==> config.mk <==
export PLATFORM = sky130hd
export DESIGN_NAME = sdram_slot_arbiter_flat
export DESIGN_NICKNAME = d
export VERILOG_FILES = /design/src/rtl/sdram_arb_defs.sv /design/src/rtl/sdram_slot_arbiter_if.sv /design/src/rtl/sdram_refresh_timer.sv /design/src/rtl/sdram_slot_arbiter.sv /design/src/flat_wrapper.sv
export SDC_FILE = /design/constraint.sdc
export NUM_CORES = 1
export LEC_CHECK = 0
export CORE_UTILIZATION = 41
export DETAILED_ROUTE_END_ITERATION = 8
export HOLD_SLACK_MARGIN = 0.02
export PLACE_DENSITY = 0.7
export SLEW_MARGIN = 20
export SYNTH_ARGS = -nofsm -noshare
export SYNTH_HDL_FRONTEND = slang
export SYNTH_SLANG_ARGS = --single-unit
==> constraint.sdc <==
create_clock -name sysclk -period 2.6 [get_ports sysclk]
set_clock_uncertainty 0.1 [all_clocks]
set_input_delay 0.65 -clock sysclk [delete_from_list [all_inputs] [get_ports sysclk]]
set_output_delay 0.65 -clock sysclk [all_outputs]
set_load 0.1 [all_outputs]
==> src/rtl/sdram_arb_defs.sv <==
// Shared SDRAM arbitration definitions: grant encodings, ack bit indices, FSM states.
// Used by the slot arbiter and the SDRAM controller.
package sdram_arb_defs;

    typedef enum logic [2:0] {
        GNT_NONE    = 3'd0,
        GNT_CHIP    = 3'd1,
        GNT_AUD     = 3'd2,
        GNT_RTG     = 3'd3,
        GNT_CPU     = 3'd4,
        GNT_HOST    = 3'd5,
        GNT_REFRESH = 3'd7
    } grant_e;

    typedef enum logic {
        ST_IDLE   = 1'b0,
        ST_ACTIVE = 1'b1
    } arb_state_e;

    localparam int unsigned ACK_CHIP = 0;
    localparam int unsigned ACK_AUD  = 1;
    localparam int unsigned ACK_RTG  = 2;
    localparam int unsigned ACK_CPU  = 3;
    localparam int unsigned ACK_HOST = 4;
    localparam int unsigned ACK_W    = 5;

    // Refresh and "none" never produce an ack.
    function automatic logic [ACK_W-1:0] ack_onehot(grant_e g);
        logic [ACK_W-1:0] a;
        a = '0;
        case (g)
            GNT_CHIP: a[ACK_CHIP] = 1'b1;
            GNT_AUD:  a[ACK_AUD]  = 1'b1;
            GNT_RTG:  a[ACK_RTG]  = 1'b1;
            GNT_CPU:  a[ACK_CPU]  = 1'b1;
            GNT_HOST: a[ACK_HOST] = 1'b1;
            default:  a = '0;
        endcase
        return a;
    endfunction

endpackage

==> src/rtl/sdram_slot_arbiter_if.sv <==
// Request/grant bus between the SDRAM sequencer/requesters and the slot arbiter.
interface sdram_slot_arbiter_if;
    import sdram_arb_defs::*;

    logic             slot_start;
    logic             chip_req;
    logic             aud_req;
    logic             rtg_req;
    logic             cpu_req;
    logic             host_req;
    logic             rtgpri;
    logic [2:0]       grant;
    logic             grant_valid;
    logic [ACK_W-1:0] ack;
    logic             refresh;
    logic             overrun;

    modport master (
        output slot_start, chip_req, aud_req, rtg_req, cpu_req, host_req, rtgpri,
        input  grant, grant_valid, ack, refresh, overrun
    );

    modport slave (
        input  slot_start, chip_req, aud_req, rtg_req, cpu_req, host_req, rtgpri,
        output grant, grant_valid, ack, refresh, overrun
    );
endinterface

==> src/rtl/sdram_refresh_timer.sv <==
// Counts slot boundaries and raises a single (non-queued) refresh request every REFRESH_SLOTS slots.
module sdram_refresh_timer
    import sdram_arb_defs::*;
#(
    parameter int REFRESH_SLOTS = 64
) (
    input  logic sysclk,
    input  logic _reset,
    input  logic slot_start,
    input  logic grant_refresh,
    output logic pending
);

    localparam int CW = (REFRESH_SLOTS > 1) ? $clog2(REFRESH_SLOTS) : 1;

    logic [CW-1:0] cnt;
    logic          wrap;

    assign wrap = slot_start && (cnt == CW'(REFRESH_SLOTS - 1));

    // A wrap on the same strobe as a refresh grant wins, so the flag stays set.
    always_ff @(posedge sysclk or negedge _reset) begin
        if (!_reset) begin
            cnt     <= '0;
            pending <= 1'b0;
        end else begin
            if (slot_start)
                cnt <= wrap ? '0 : cnt + 1'b1;
            if (wrap)
                pending <= 1'b1;
            else if (grant_refresh)
                pending <= 1'b0;
        end
    end

endmodule

==> src/rtl/sdram_slot_arbiter.sv <==
// SDRAM slot arbiter: picks one requester (or refresh) per slot boundary and holds it for SLOT_CYCLES.
module sdram_slot_arbiter
    import sdram_arb_defs::*;
#(
    parameter int SLOT_CYCLES   = 16,
    parameter int REFRESH_SLOTS = 64
) (
    input  logic                 sysclk,
    input  logic                 _reset,
    sdram_slot_arbiter_if.slave  bus
);

    localparam int SW = $clog2(SLOT_CYCLES);

    arb_state_e       state_q, state_d;
    grant_e           grant_q, grant_d, winner;
    logic             gv_q, gv_d;
    logic             ref_q, ref_d;
    logic             ovr_q, ovr_d;
    logic             rr_host_q, rr_host_d;
    logic [SW-1:0]    cnt_q, cnt_d;
    logic [ACK_W-1:0] ack_d;
    logic             tie, grant_refresh, refresh_pending;

    sdram_refresh_timer #(
        .REFRESH_SLOTS(REFRESH_SLOTS)
    ) u_refresh_timer (
        .sysclk        (sysclk),
        ._reset        (_reset),
        .slot_start    (bus.slot_start),
        .grant_refresh (grant_refresh),
        .pending       (refresh_pending)
    );

    // Fixed priority among requesters; cpu/host share one tier resolved by round-robin.
    always_comb begin
        winner = GNT_NONE;
        tie    = bus.cpu_req && bus.host_req;
        if (bus.chip_req)                      winner = GNT_CHIP;
        else if (bus.aud_req)                  winner = GNT_AUD;
        else if (bus.rtg_req && bus.rtgpri)    winner = GNT_RTG;
        else if (tie)                          winner = rr_host_q ? GNT_HOST : GNT_CPU;
        else if (bus.cpu_req)                  winner = GNT_CPU;
        else if (bus.host_req)                 winner = GNT_HOST;
        else if (bus.rtg_req)                  winner = GNT_RTG;
    end

    always_comb begin
        state_d       = state_q;
        grant_d       = grant_q;
        gv_d          = gv_q;
        ref_d         = ref_q;
        rr_host_d     = rr_host_q;
        cnt_d         = cnt_q;
        ack_d         = '0;
        grant_refresh = 1'b0;
        ovr_d         = ovr_q || (bus.slot_start && state_q == ST_ACTIVE);
        case (state_q)
            ST_IDLE: begin
                if (bus.slot_start) begin
                    if (refresh_pending) begin
                        grant_refresh = 1'b1;
                        grant_d       = GNT_REFRESH;
                        ref_d         = 1'b1;
                        state_d       = ST_ACTIVE;
                        cnt_d         = SW'(SLOT_CYCLES - 1);
                    end else if (winner != GNT_NONE) begin
                        grant_d = winner;
                        gv_d    = 1'b1;
                        state_d = ST_ACTIVE;
                        cnt_d   = SW'(SLOT_CYCLES - 1);
                        if (tie && (winner == GNT_CPU || winner == GNT_HOST))
                            rr_host_d = ~rr_host_q;
                    end
                end
            end
            ST_ACTIVE: begin
                if (cnt_q == '0) begin
                    ack_d   = ref_q ? '0 : ack_onehot(grant_q);
                    grant_d = GNT_NONE;
                    gv_d    = 1'b0;
                    ref_d   = 1'b0;
                    state_d = ST_IDLE;
                end else begin
                    cnt_d = cnt_q - 1'b1;
                end
            end
            default: state_d = ST_IDLE;
        endcase
    end

    always_ff @(posedge sysclk or negedge _reset) begin
        if (!_reset) begin
            state_q   <= ST_IDLE;
            grant_q   <= GNT_NONE;
            gv_q      <= 1'b0;
            ref_q     <= 1'b0;
            ovr_q     <= 1'b0;
            rr_host_q <= 1'b0;
            cnt_q     <= '0;
        end else begin
            state_q   <= state_d;
            grant_q   <= grant_d;
            gv_q      <= gv_d;
            ref_q     <= ref_d;
            ovr_q     <= ovr_d;
            rr_host_q <= rr_host_d;
            cnt_q     <= cnt_d;
        end
    end

    assign bus.grant       = grant_q;
    assign bus.grant_valid = gv_q;
    assign bus.refresh     = ref_q;
    assign bus.overrun     = ovr_q;
    assign bus.ack         = ack_d;

endmodule

==> src/flat_wrapper.sv <==
// flat-port wrapper written by rule: the top's interface ports become plain ports
module sdram_slot_arbiter_flat import sdram_arb_defs::*;
#(
    parameter int SLOT_CYCLES   = 16,
    parameter int REFRESH_SLOTS = 64
)
  (sysclk, _reset, bus_slot_start, bus_chip_req, bus_aud_req, bus_rtg_req, bus_cpu_req, bus_host_req, bus_rtgpri, bus_grant, bus_grant_valid, bus_ack, bus_refresh, bus_overrun);
  sdram_slot_arbiter_if bus_i ();
  input  logic sysclk;
  input  logic _reset;
  input wire logic [$bits(bus_i.slot_start)-1:0] bus_slot_start;
  input wire logic [$bits(bus_i.chip_req)-1:0] bus_chip_req;
  input wire logic [$bits(bus_i.aud_req)-1:0] bus_aud_req;
  input wire logic [$bits(bus_i.rtg_req)-1:0] bus_rtg_req;
  input wire logic [$bits(bus_i.cpu_req)-1:0] bus_cpu_req;
  input wire logic [$bits(bus_i.host_req)-1:0] bus_host_req;
  input wire logic [$bits(bus_i.rtgpri)-1:0] bus_rtgpri;
  output wire logic [$bits(bus_i.grant)-1:0] bus_grant;
  output wire logic [$bits(bus_i.grant_valid)-1:0] bus_grant_valid;
  output wire logic [$bits(bus_i.ack)-1:0] bus_ack;
  output wire logic [$bits(bus_i.refresh)-1:0] bus_refresh;
  output wire logic [$bits(bus_i.overrun)-1:0] bus_overrun;
  assign bus_i.slot_start = bus_slot_start;
  assign bus_i.chip_req = bus_chip_req;
  assign bus_i.aud_req = bus_aud_req;
  assign bus_i.rtg_req = bus_rtg_req;
  assign bus_i.cpu_req = bus_cpu_req;
  assign bus_i.host_req = bus_host_req;
  assign bus_i.rtgpri = bus_rtgpri;
  assign bus_grant = bus_i.grant;
  assign bus_grant_valid = bus_i.grant_valid;
  assign bus_ack = bus_i.ack;
  assign bus_refresh = bus_i.refresh;
  assign bus_overrun = bus_i.overrun;
  sdram_slot_arbiter #(.SLOT_CYCLES(SLOT_CYCLES), .REFRESH_SLOTS(REFRESH_SLOTS)) u_core (.sysclk(sysclk), ._reset(_reset), .bus(bus_i));
endmodule
## Yosys cells after proc, flatten, opt, wreduce, memory -nomap -nowiden

Index checks and enable logic that the tools add are counted.

| cells by class | value |
|---|---|
| equal/unequal tests | 15 |
| add/subtract/negate cells | 2 |
| mux-type cells | 45 |
| reductions and logical operators | 15 |
| bitwise operators | 3 |

Operators with widths:

| kind | count |
|---|---|
| 3-bit 2-to-1 mux | 10 |
| 1-bit 2-to-1 mux | 21 |
| 4-bit 2-to-1 mux | 4 |
| 5-bit 2-to-1 mux | 3 |
| 3-bit == test (second input constant) | 4 |
| 2-bit != test (second input constant) | 5 |
| 3-bit AND reduction | 3 |
| 4-bit case mux with 2 select lines | 1 |
| 6-bit by 1-bit adder with 6-bit output (second input constant) | 1 |
| 3-bit by 2-bit == test with 1-bit output (second input constant) | 2 |
| 6-bit == test (second input constant) | 1 |
| 6-bit 2-to-1 mux | 1 |
| 1-bit case mux with 2 select lines | 3 |
| 3-bit case mux with 2 select lines | 1 |
| 1-bit logical AND | 5 |
| 5-bit AND reduction | 1 |
| 4-bit logical NOT | 1 |
| 4-bit AND reduction | 1 |
| 4-bit by 1-bit subtractor with 4-bit output (second input constant) | 1 |
| 3-bit by 1-bit == test with 1-bit output (second input constant) | 1 |
| 3-bit by 2-bit != test with 1-bit output (second input constant) | 1 |
| 1-bit inverter | 3 |
| 3-bit nonzero test | 1 |
| 1-bit logical OR | 2 |
| other kinds (3) | 3 |

| storage, ports and cells | value |
|---|---|
| output and inout port bits | 11 |
| register bits after elaboration | 19 |
| word-level logic and storage cells | 89 |
| input port bits | 9 |

## Depth between registers and ports, before layout

| depth | value |
|---|---|
| depth in word-level cells | 12 |
| mapped depth | 6 |
| mapped depth without buffers | 5 |

## Cells and area by module

From an unflattened synthesis, not the netlist that was laid out.

| second synthesis, totals | value |
|---|---|
| cells, all modules | 101 |
| area, all modules | 987.2 um^2 |

Modules (own cells, without submodules):

| module | cells an instance | seq. area each (um^2) | times used | area an instance (um^2) |
|---|---|---|---|---|
| sdram_slot_arbiter | 74 | 300.3 | 1 | 678.2 |
| sdram_refresh_timer | 27 | 175.2 | 1 | 309.0 |

## Worst setup path before layout

Ideal clock, no wire load.

| timing | value |
|---|---|
| path type | register -> output |
| start point | register u_core.grant_q[0] (netlist: u_core.bus.grant[0]) |
| end point | output bus_ack[2] |
| data arrival time | 4063 ps |
| slack | -2213 ps |
| data required time | 1850 ps |
| stages on the path, launching flop included | 3 |
| buffers on the path | 0 |
| cells stage by stage | dfrtp_1 -> inv_1 -> nor4_1 |

| between the ends | value |
|---|---|
| word-level cells in the longest chain between the ends | 5 |

Ends and longest elaborated chain:

| what | RTL line | source |
|---|---|---|
| from (decl) | sdram_slot_arbiter.sv:16 | `grant_e grant_q, grant_d, winner;` |
| from (signal assigned) | sdram_slot_arbiter.sv:103 | `grant_q <= grant_d;` |
| 3-bit by 2-bit == test with 1-bit output | sdram_arb_defs.sv:31 | `case (g)` |
| 1-bit 2-to-1 mux | sdram_arb_defs.sv:31 |  |
| 5-bit 2-to-1 mux | sdram_slot_arbiter.sv:79 | `ack_d = ref_q ? '0 : ack_onehot(grant_q);` |
| 5-bit 2-to-1 mux | sdram_slot_arbiter.sv:78 | `if (cnt_q == '0) begin` |
| 5-bit 2-to-1 mux | sdram_slot_arbiter.sv:58 | `case (state_q)` |
| to (decl) | flat_wrapper.sv:20 | `output wire logic [$bits(bus_i.ack)-1:0] bus_ack;` |

Every way passes these cells.

## Final worst setup path

| timing | value |
|---|---|
| start point | register u_core.cnt_q[1] |
| end point | output bus_ack[0] |

| between the ends | value |
|---|---|
| word-level cells in the longest chain between the ends | 3 |

Ends and longest elaborated chain:

| what | RTL line | source |
|---|---|---|
| from (decl) | sdram_slot_arbiter.sv:21 | `logic [SW-1:0] cnt_q, cnt_d;` |
| from (signal assigned) | sdram_slot_arbiter.sv:108 | `cnt_q <= cnt_d;` |
| 4-bit logical NOT | sdram_slot_arbiter.sv:78 |  |
| 5-bit 2-to-1 mux | sdram_slot_arbiter.sv:78 |  |
| 5-bit 2-to-1 mux | sdram_slot_arbiter.sv:58 |  |

Every way passes these cells.

==> flow_summary.json <==
{
  "yosysTopAreaCell": "dfrtp_1",
  "cts.clk_slew.worst_paths_ns": 0.11,
  "syn-instance-count": 105,
  "tightest_slew_ns": 0.301,
  "drv_slew": 0,
  "multi_input_area_um2": 597,
  "grt_usage_pct": 20.5,
  "grt_pass1_vias": 885,
  "fp.dieArea_mm2": 0.00272,
  "startpoint_type": "flip-flop",
  "power_per_cell_area_mw_per_mm2": 1050,
  "drive_above_1_share_pct": 36.5,
  "finish.utilization_pct": 65.3,
  "globalplace.congestion": 0.725,
  "grt_pass1_wl_um": 4010,
  "layout_setup_ws_ns": -0.0801,
  "drtIter0Drc": 12,
  "core_area_mm2": 0.00230,
  "cts_tree": "built",
  "worstHoldPathType": "reg -> reg",
  "syn_nets": 117,
  "io_pins": 20,
  "finalCritPeriodShare_pct": 103,
  "synth-edff-count": 0,
  "fmax_ghz": 0.373,
  "violations": "setup timing",
  "ys.flop_type": "dfrtp_1",
  "regArea_um2": 488,
  "nets": 150,
  "diodes": 0,
  "numCtsBuffers": 3,
  "ys_seq_elements": 19,
  "yosys.cell_types.count": 41,
  "clock-sinks": 19,
  "ir_drop_v": 0.000675,
  "yosysSeqAreaShare_pct": 46.2,
  "synth.top_cell.area_share_pct": 46.2,
  "netlist_top_cells_area": "dfrtp_1, ha_1, nand2_1",
  "final_hold_viol_count": 0,
  "drv_cap": 0,
  "cts.hold.buffers_added": 0,
  "tns_ns": -0.209,
  "power_leakage_nw": 0.625,
  "finalSetupViolations": 3,
  "relSlewSlack_pct": 79.7,
  "start_util_pct": 44.8,
  "rows": 17,
  "drt_pre_antenna_iters": 5,
  "postRouteAntennaNets": 0,
  "worst-setup-path-type": "reg -> out",
  "fillerInstances": 196,
  "drc": 0,
  "synth_common_cells": "dfrtp_1, nand2_1, inv_1",
  "rsz0062_at_grt": "yes",
  "cts.htree.levels": 1,
  "portBuffers": 19,
  "wl_per_cell_um": 14.2,
  "pre_cts_ws_ns": 0.174,
  "power_mw": 1.57,
  "insertion_delay_ns": 0.29,
  "min_period_ns": 2.68,
  "ctsLongestPathBuffers": 2,
  "place_hpwl_um": 1740,
  "cts_root_buf": "clkbuf_4",
  "synth.most_common_cell": "dfrtp_1",
  "dieHeight_um": 52.1,
  "grt_overflow": 0,
  "async_reset_ff_share_pct": 100,
  "antenna_found_initial": 0,
  "dieWidth_um": 52.1,
  "end_kind": "output port",
  "worst-endpoint-arrival_ns": 1.93,
  "status": "complete, but fails checks",
  "avgSynthCellArea_um2": 9.81,
  "yosys_warnings": 0,
  "drt_wl_total_um": 2340,
  "crit_fanout": 2,
  "syn_to_final_growth_pct": 45.7,
  "grt_start_max_net_pins": 20,
  "routed_via_density": 5.70,
  "num_vias": 940,
  "synth_area_mm2": 0.00103,
  "worstPathRequired_ns": 1.85
}
through the flow:
stage / instances / hold WS [ns] / instance area, µm²
final: 165 / 0.363 / 1500
after global routing: 165 / 0.396 / 1500
after CTS: 161 / 0.368 / 1470
after detailed placement: 153 / 0.349 / 1410
after global placement: 153 / 0.348 / 1410
after floorplan: 105 / 0.254 / 1130
flip-flops by register name (all words and copies together), names as in the netlist:
register / cells
u_core.u_refresh_timer.cnt: 6
u_core.cnt_q: 4
u_core.bus.grant: 3
u_core.bus.grant_valid: 1
u_core.bus.overrun: 1
u_core.bus.refresh: 1
u_core.rr_host_q: 1
u_core.state_q: 1
u_core.u_refresh_timer.pending: 1
worst max-delay path: stages (launching register included):
cell	delay (ns)
dfrtp_1	0.41
inv_2	0.09
ha_4	0.13
nand4bb_1	0.14
buf_6	0.15
or3_4	0.33
nor3_4	0.20
buf_12	0.20
repair_timing:
action                     in CTS  in global routing
setup endpoints to repair       3                  4
gates resized for setup         2                  0
pin swaps                       2                  1
buffers inserted                4                  4
cloned                          0                  0
cells by family after synthesis:
logic type	after synthesis	synth area share, %
and+or+nand+nor	43	24.1
AOI/OAI and AO/OA	25	18.6
DFF	19	46.2
buffers and inverters	11	4.13
xor gates and xnor gates	4	3.40
adders and majority gates	3	3.65
layout make-up:
cell class | count | share of cell area (%)
timing repair buffer | 32 | 21.8
sequential | 19 | 32.5
inverter | 7 | 1.75
multi-input combinational | 75 | 39.8
tap | 28 | 2.34
clock buffer | 3 | 1.50
clock inverter | 1 | 0.334
worst paths after layout:
path | startpoint | to | slack (ns) | cells after the start
setup / recovery | u_core.cnt_q[1] | bus_ack[0] | -0.08 | 7
hold / removal | u_core.rr_host_q | u_core.rr_host_q | 0.36 | 1
setup reg to reg | u_core.state_q | u_core.rr_host_q | 0.96 | 4
hold reg to reg | u_core.rr_host_q | u_core.rr_host_q | 0.36 | 1
max in group asynchronous | _reset | u_core.bus.grant[0] | 1.58 | 2
min in group asynchronous | _reset | u_core.rr_host_q | 0.59 | 2
cell usage in the layout (no fill, tap or decap), types with 2 or more instances in the layout:
cell type        instances
buf_4                   18
dfrtp_1                 15
nand2_1                  9
clkdlybuf4s50_1          8
inv_1                    5
nand3_1                  5
o21ai_0                  5
buf_12                   5
nand4_1                  4
nand2b_1                 4
clkbuf_4                 3
dfrtp_4                  3
inv_2                    2
nor2_4                   2
nor4_4                   2
a21o_1                   2
or3b_1                   2
or2_2                    2
nor2_1                   2
xor2_1                   2
xnor2_1                  2
o22ai_1                  2
o2bb2ai_1                2
ha_1                     2
layer usage:
metal | wire [µm] | GRT usage, % | vias to the layer above
li1 | - | - | 446
met1 | 992 | 25.1 | 468
met2 | 1230 | 35.3 | 22
met3 | 71 | 2.05 | 4
met4 | 44 | 10.4 | 0
met5 | 0 | 0 | -
power breakdown:
part,internal [mW],switching (mW)
combinational,0.331,0.523
clock,0.0572,0.0904
sequential,0.426,0.142
Power figures use the tool's default switching activity.
